### src/rtl/tanimoto_axis_intf.sv
// AXI-Stream shell for the Tanimoto comparator array: a zero-bubble skid buffer on the
// vector path, and round-robin pair collection into a FWFT FIFO with saturating status counters.
module tanimoto_axis_intf #(
    parameter int BUS_WIDTH    = 512,
    parameter int VEC_ID_WIDTH = 8,
    parameter int CH_NO        = 4,
    parameter int FIFO_DEPTH   = 16,
    parameter int CNT_WIDTH    = 32
) (
    input  logic                            ap_clk,
    input  logic                            ap_rstn,
    input  logic [BUS_WIDTH-1:0]            S_AXIS_DATA_tdata,
    input  logic                            S_AXIS_DATA_tvalid,
    output logic                            S_AXIS_DATA_tready,
    output logic [BUS_WIDTH-1:0]            o_Vector,
    output logic                            o_Valid,
    input  logic                            i_Read,
    input  logic [CH_NO*2*VEC_ID_WIDTH-1:0] i_IDPair_Out,
    input  logic [CH_NO-1:0]                i_IDPair_Ready,
    output logic [CH_NO-1:0]                o_IDPair_Read,
    output logic [2*VEC_ID_WIDTH-1:0]       M_AXIS_ID_PAIR_tdata,
    output logic                            M_AXIS_ID_PAIR_tvalid,
    input  logic                            M_AXIS_ID_PAIR_tready,
    output logic [CNT_WIDTH-1:0]            o_VecCount,
    output logic [CNT_WIDTH-1:0]            o_PairCount
);

    localparam int PAIR_W = 2 * VEC_ID_WIDTH;
    localparam int PTR_W  = (CH_NO > 1) ? $clog2(CH_NO) : 1;
    localparam int AW     = $clog2(FIFO_DEPTH);
    localparam int FCNT_W = AW + 1;
    localparam logic [FCNT_W-1:0] FIFO_FULL_CNT = FCNT_W'(FIFO_DEPTH);

    typedef struct packed {
        logic                 vld;
        logic [BUS_WIDTH-1:0] data;
    } beat_t;

    // ---------------------------------------------------------------- input skid
    beat_t main_q, main_d;
    beat_t skid_q, skid_d;
    logic  s_tready_q, s_tready_d;
    logic  s_accept;
    logic  core_take;

    always_comb begin
        main_d    = main_q;
        skid_d    = skid_q;
        s_accept  = S_AXIS_DATA_tvalid && s_tready_q;
        core_take = main_q.vld && i_Read;
        if (!main_q.vld || core_take) begin
            // skid is older than anything arriving now, so it always wins the refill
            if (skid_q.vld) begin
                main_d     = skid_q;
                skid_d.vld = 1'b0;
            end else if (s_accept) begin
                main_d = '{vld: 1'b1, data: S_AXIS_DATA_tdata};
            end else begin
                main_d.vld = 1'b0;
            end
        end else if (s_accept) begin
            skid_d = '{vld: 1'b1, data: S_AXIS_DATA_tdata};
        end
        s_tready_d = !skid_d.vld;
    end

    assign S_AXIS_DATA_tready = s_tready_q;
    assign o_Valid            = main_q.vld;
    assign o_Vector           = main_q.data;

    // ---------------------------------------------------------------- arbiter
    logic [CH_NO-1:0][PAIR_W-1:0] ch_pair;
    logic [PTR_W-1:0]             ptr_q, ptr_d;
    logic [PTR_W-1:0]             gnt_idx;
    logic                         gnt_any;
    logic [CH_NO-1:0]             gnt_oh;
    logic [FCNT_W-1:0]            fcnt_q, fcnt_d;
    logic                         fifo_full;
    int                           scan_idx;

    assign ch_pair   = i_IDPair_Out;
    assign fifo_full = (fcnt_q == FIFO_FULL_CNT);

    always_comb begin
        gnt_any  = 1'b0;
        gnt_idx  = '0;
        gnt_oh   = '0;
        scan_idx = 0;
        if (!fifo_full) begin
            for (int i = 0; i < CH_NO; i++) begin
                scan_idx = int'(ptr_q) + i;
                if (scan_idx >= CH_NO) scan_idx = scan_idx - CH_NO;
                if (!gnt_any && i_IDPair_Ready[PTR_W'(scan_idx)]) begin
                    gnt_any = 1'b1;
                    gnt_idx = PTR_W'(scan_idx);
                end
            end
        end
        if (gnt_any) gnt_oh[gnt_idx] = 1'b1;
        ptr_d = ptr_q;
        if (gnt_any) ptr_d = (int'(gnt_idx) == CH_NO - 1) ? '0 : gnt_idx + 1'b1;
    end

    // grant is combinational, so it must be forced low while reset is held
    assign o_IDPair_Read = ap_rstn ? gnt_oh : '0;

    // ---------------------------------------------------------------- output FIFO
    logic [PAIR_W-1:0] mem_q [FIFO_DEPTH];
    logic [AW-1:0]     wr_ptr_q, wr_ptr_d;
    logic [AW-1:0]     rd_ptr_q, rd_ptr_d;
    logic              push, pop;
    logic              m_tvalid;

    assign m_tvalid = (fcnt_q != '0);
    assign push     = gnt_any;
    assign pop      = m_tvalid && M_AXIS_ID_PAIR_tready;

    always_comb begin
        wr_ptr_d = wr_ptr_q;
        rd_ptr_d = rd_ptr_q;
        fcnt_d   = fcnt_q;
        if (push) wr_ptr_d = wr_ptr_q + 1'b1;
        if (pop)  rd_ptr_d = rd_ptr_q + 1'b1;
        case ({push, pop})
            2'b10:   fcnt_d = fcnt_q + 1'b1;
            2'b01:   fcnt_d = fcnt_q - 1'b1;
            default: fcnt_d = fcnt_q;
        endcase
    end

    always_ff @(posedge ap_clk) begin
        if (push) mem_q[wr_ptr_q] <= ch_pair[gnt_idx];
    end

    assign M_AXIS_ID_PAIR_tvalid = m_tvalid;
    assign M_AXIS_ID_PAIR_tdata  = m_tvalid ? mem_q[rd_ptr_q] : '0;

    // ---------------------------------------------------------------- status counters
    logic [CNT_WIDTH-1:0] vec_cnt_q, vec_cnt_d;
    logic [CNT_WIDTH-1:0] pair_cnt_q, pair_cnt_d;

    always_comb begin
        vec_cnt_d  = vec_cnt_q;
        pair_cnt_d = pair_cnt_q;
        if (s_accept && (vec_cnt_q != '1)) vec_cnt_d  = vec_cnt_q + 1'b1;
        if (pop && (pair_cnt_q != '1))     pair_cnt_d = pair_cnt_q + 1'b1;
    end

    assign o_VecCount  = vec_cnt_q;
    assign o_PairCount = pair_cnt_q;

    // ---------------------------------------------------------------- state
    always_ff @(posedge ap_clk or negedge ap_rstn) begin
        if (!ap_rstn) begin
            main_q     <= '0;
            skid_q     <= '0;
            s_tready_q <= 1'b0;
            ptr_q      <= '0;
            wr_ptr_q   <= '0;
            rd_ptr_q   <= '0;
            fcnt_q     <= '0;
            vec_cnt_q  <= '0;
            pair_cnt_q <= '0;
        end else begin
            main_q     <= main_d;
            skid_q     <= skid_d;
            s_tready_q <= s_tready_d;
            ptr_q      <= ptr_d;
            wr_ptr_q   <= wr_ptr_d;
            rd_ptr_q   <= rd_ptr_d;
            fcnt_q     <= fcnt_d;
            vec_cnt_q  <= vec_cnt_d;
            pair_cnt_q <= pair_cnt_d;
        end
    end

endmodule

### config.mk
export PLATFORM = sky130hd
export DESIGN_NAME = tanimoto_axis_intf
export DESIGN_NICKNAME = d
export VERILOG_FILES = /design/src/rtl/tanimoto_axis_intf.sv
export SDC_FILE = /design/constraint.sdc
export NUM_CORES = 2
export LEC_CHECK = 0
export CAP_MARGIN = 10
export CORE_AREA = 2 2 466 468
export DETAILED_ROUTE_END_ITERATION = 16
export DIE_AREA = 0 0 468 470
export DONT_BUFFER_PORTS = 1
export PLACE_DENSITY = 0.46
export SYNTH_ARGS = -nofsm -noshare
export SYNTH_HDL_FRONTEND = slang
export SYNTH_SLANG_ARGS = --single-unit
export TNS_END_PERCENT = 30
### constraint.sdc
create_clock -name ap_clk -period 10 [get_ports ap_clk]
set_clock_uncertainty 0.2 [all_clocks]
set_input_delay 2 -clock ap_clk [delete_from_list [all_inputs] [get_ports ap_clk]]
set_output_delay 2 -clock ap_clk [all_outputs]
set_load 0.02 [all_outputs]
==> results.py <==
metrics = {
    "yosys": {
        "yosysTopAreaCell": "dfrtp_1",
        "yosysSeqAreaShare_pct": 62.52,
        "ys_ff_latch": 1362,
        "synth_top_area_share_pct": 48.93,
        "ys_top_cells_by_count": "1,106 x dfrtp_1, 560 x mux2i_1, 545 x nand2_1",
        "syn_inst": 4145,
        "yosysMostFrequentCell": "dfrtp_1",
        "ys_warn_count": 0,
        "syn-cell-area_um2": 56560,
        "netlist_top_cells_area": "dfrtp_1 49%, edfxtp_1 14%, mux2_2 10%",
        "syn_nets": 4745,
        "avgSynthCellArea_um2": 13.65,
        "synth_edf_count": 256,
        "synth_async_sr_flop_share_pct": 81.20,
        "ys_types": 50,
        "ys.flop_type": "dfrtp_1",
    },
    "layout": {
        "drive_above_1_share_pct": 21.93,
        "layout.nets": 4710,
        "fill_cells": 21880,
        "areaGrowthSynthToFinish_pct": 14.93,
    },
    "setup_path": {
        "cp.required_ns": 7.80,
        "critPathMostFrequentCell": "buf_16",
        "cpPeakStageDelay_ns": 0.66,
        "crit_fanout": 193,
        "arrival_ns": 4.16,
        "path_class": "primary input to output pin",
        "start_kind": "primary input",
        "crit_chain": "buf_16 -> buf_16 -> and3_1",
        "slowest_stage": "buf_16",
        "crit_buf_inv": 2,
        "crit_family": "buffers and inverters",
        "end_kind": "output pin",
    },
    "global_route": {
        "use_met2_pct": 25.95,
        "grt_use_total_pct": 15.96,
        "grt_first_pass_wirelength_mm": 254.5,
        "grtUsageMet1_pct": 18.30,
        "use_met3_pct": 8.183,
        "grt_max_degree": 215,
        "grt_overflow": 0,
        "top_usage_layer": "met2",
        "grt_pass1_vias": 33180,
        "grt_antenna_before_repair": 18,
    },
    "floorplanning": {
        "dieArea_um2": 220000,
        "start_util_pct": 26.23,
        "die_w_um": 468,
        "pin_count": 1184,
        "die_h_um": 470,
        "core_um2": 215700,
        "row_count": 171,
    },
    "timing": {
        "slew_headroom_pct": 1.619,
        "setup_slack_ns": 3.641,
        "finalHoldViolCount": 0,
        "setup_viol": 0,
        "tightest_slew_ns": 1.476,
        "finalCriticalPeriod_ns": 6.359,
        "post-route-period-util_pct": 63.59,
        "drv_slew": 0,
        "rsz0062_at_grt": "false",
        "max_freq_mhz": 157.3,
        "tns_ns": 0,
    },
    "clocking": {
        "clock_sinks": 1362,
        "clkTransAtPathRegs_ns": 0.06,
        "cts_root_buf": "clkbuf_16",
        "cts_buffers": 157,
        "cts_tree": "done",
        "htreeDepth": 4,
        "ctsLongestPathBuffers": 3,
        "cts_resized": 0,
        "cts_hold_buf": 0,
        "postCtsSetupRepairBufs": 0,
        "clk_latency_ns": 0.81,
    },
    "route": {
        "drtPass1Iterations": 5,
        "wire_per_inst_um": 25.32,
        "viasPerCell": 4.618,
        "finalWirelength_mm": 180.2,
        "drt-initial-drc-count": 1888,
        "drc": 0,
        "via_count": 32880,
        "ant_nets": 0,
    },
    "placement": {
        "place.port_buffers": 0,
        "place.gp.congestion": 0.8342,
        "dpl_worst_slack_ns": 3.639,
        "dpl.hpwl_mm": 128.4,
    },
    "min_path": {
        "hold_path_class": "flip-flop to flip-flop",
    },
    "outcome": {
        "outcome": "finished, final reports clean",
    },
    "power": {
        "power_density_nw_per_um2": 284.6,
        "max-vdd-ir-drop_mv": 0.1700,
        "p_leak_nw": 25.99,
    },
    "job": {
        "maxCapViolCount": 0,
    },
}
registers in the layout, summed over array words and instances (netlist names):
register / flops
mem_q: 256
o_PairCount: 32
ptr_q: 2
o_Vector: 512
o_VecCount: 32
rd_ptr_q: 4
wr_ptr_q: 4
S_AXIS_DATA_tready: 1
skid_q: 513
fcnt_q: 5
o_Valid: 1
per-stage QoR:
step | util [%] | power (mW) | area, um^2 | instances | hold WS (ns)
2_1_floorplan | - | 11.37 | 56560 | 4145 | 0.2792
3_3_place_gp | 27.66 | 12.75 | 59650 | 6797 | 0.2857
3_5_place_dp | 27.66 | 12.88 | 59650 | 6797 | 0.2930
4_1_cts | 30.08 | 18.80 | 64880 | 7086 | 0.3058
5_1_grt | 30.13 | 19.50 | 64980 | 7109 | 0.3095
6_report | 30.14 | 18.50 | 65010 | 7119 | 0.3028
report_power, final:
group          switching, mW  total, mW  internal [mW]
registers               2.00       9.30           7.30
clock network           2.44       5.82           3.38
logic                   1.82       3.38           1.56
cells by family (layout without fill, tap and decap cells):
group | after synthesis | after routing | synth area share [%]
flip-flops | 1362 | 1362 | 62.52
multiplexers | 1156 | 1156 | 23.37
AND/OR/NAND/NOR | 721 | 721 | 5.532
AO/OA/AOI/OAI | 546 | 546 | 4.966
buffers and inverters | 274 | 369 | 2.181
XOR/XNOR | 71 | 71 | 1.099
adder cells (fa/ha/maj) | 15 | 15 | 0.3318
other | 0 | 25 | 0
worst paths after layout:
path	from	to	slack, ns	cells after the start
worst max-delay path	ap_rstn	o_IDPair_Read[0]	3.64	3
worst min-delay path	skid_q[72]	skid_q[72]	0.30	1
worst max register to register	skid_q[512]	o_Vector[358]	5.67	5
worst min register to register	skid_q[72]	skid_q[72]	0.30	1
max in group asynchronous	ap_rstn	skid_q[512]	5.39	3
min in group asynchronous	ap_rstn	o_Vector[105]	0.70	0
final cells by class:
class	instances	area, um^2	share of cell area (%)
well taps	2854	3571	5.493
diodes	25	62.56	0.09624
clock inverters	61	735.7	1.132
multi-input cells	2509	20030	30.81
clock buffers	228	4488	6.904
repair buffers	67	703.2	1.082
flip-flops and latches	1362	35370	54.41
inverters	13	48.80	0.07506
placed cells by master (no fill, tap or decap), types with 11 or more instances in the layout:
| cell type | instances |
|---|---|
| dfrtp_1 | 1103 |
| mux2i_1 | 558 |
| nand2_1 | 544 |
| o21ai_0 | 519 |
| mux2_2 | 516 |
| edfxtp_1 | 256 |
| clkbuf_16 | 159 |
| mux4_2 | 80 |
| xnor2_1 | 60 |
| buf_4 | 54 |
| clkbuf_1 | 44 |
| nand4_1 | 36 |
| clkinv_2 | 31 |
| nand3_1 | 29 |
| diode_2 | 25 |
| clkbuf_8 | 25 |
| nor2b_1 | 19 |
| nor2_1 | 19 |
| and3_1 | 18 |
| ha_1 | 15 |
| and2_1 | 14 |
| inv_1 | 12 |
| xor2_1 | 11 |
metal layers:
layer / wire [um] / share of wire, %
met2: 86210 / 48
met3: 21380 / 12
met4: 4015 / 2.2
met1: 68570 / 38
met5: 71 / 0.039
Power figures use the tool's default switching activity.
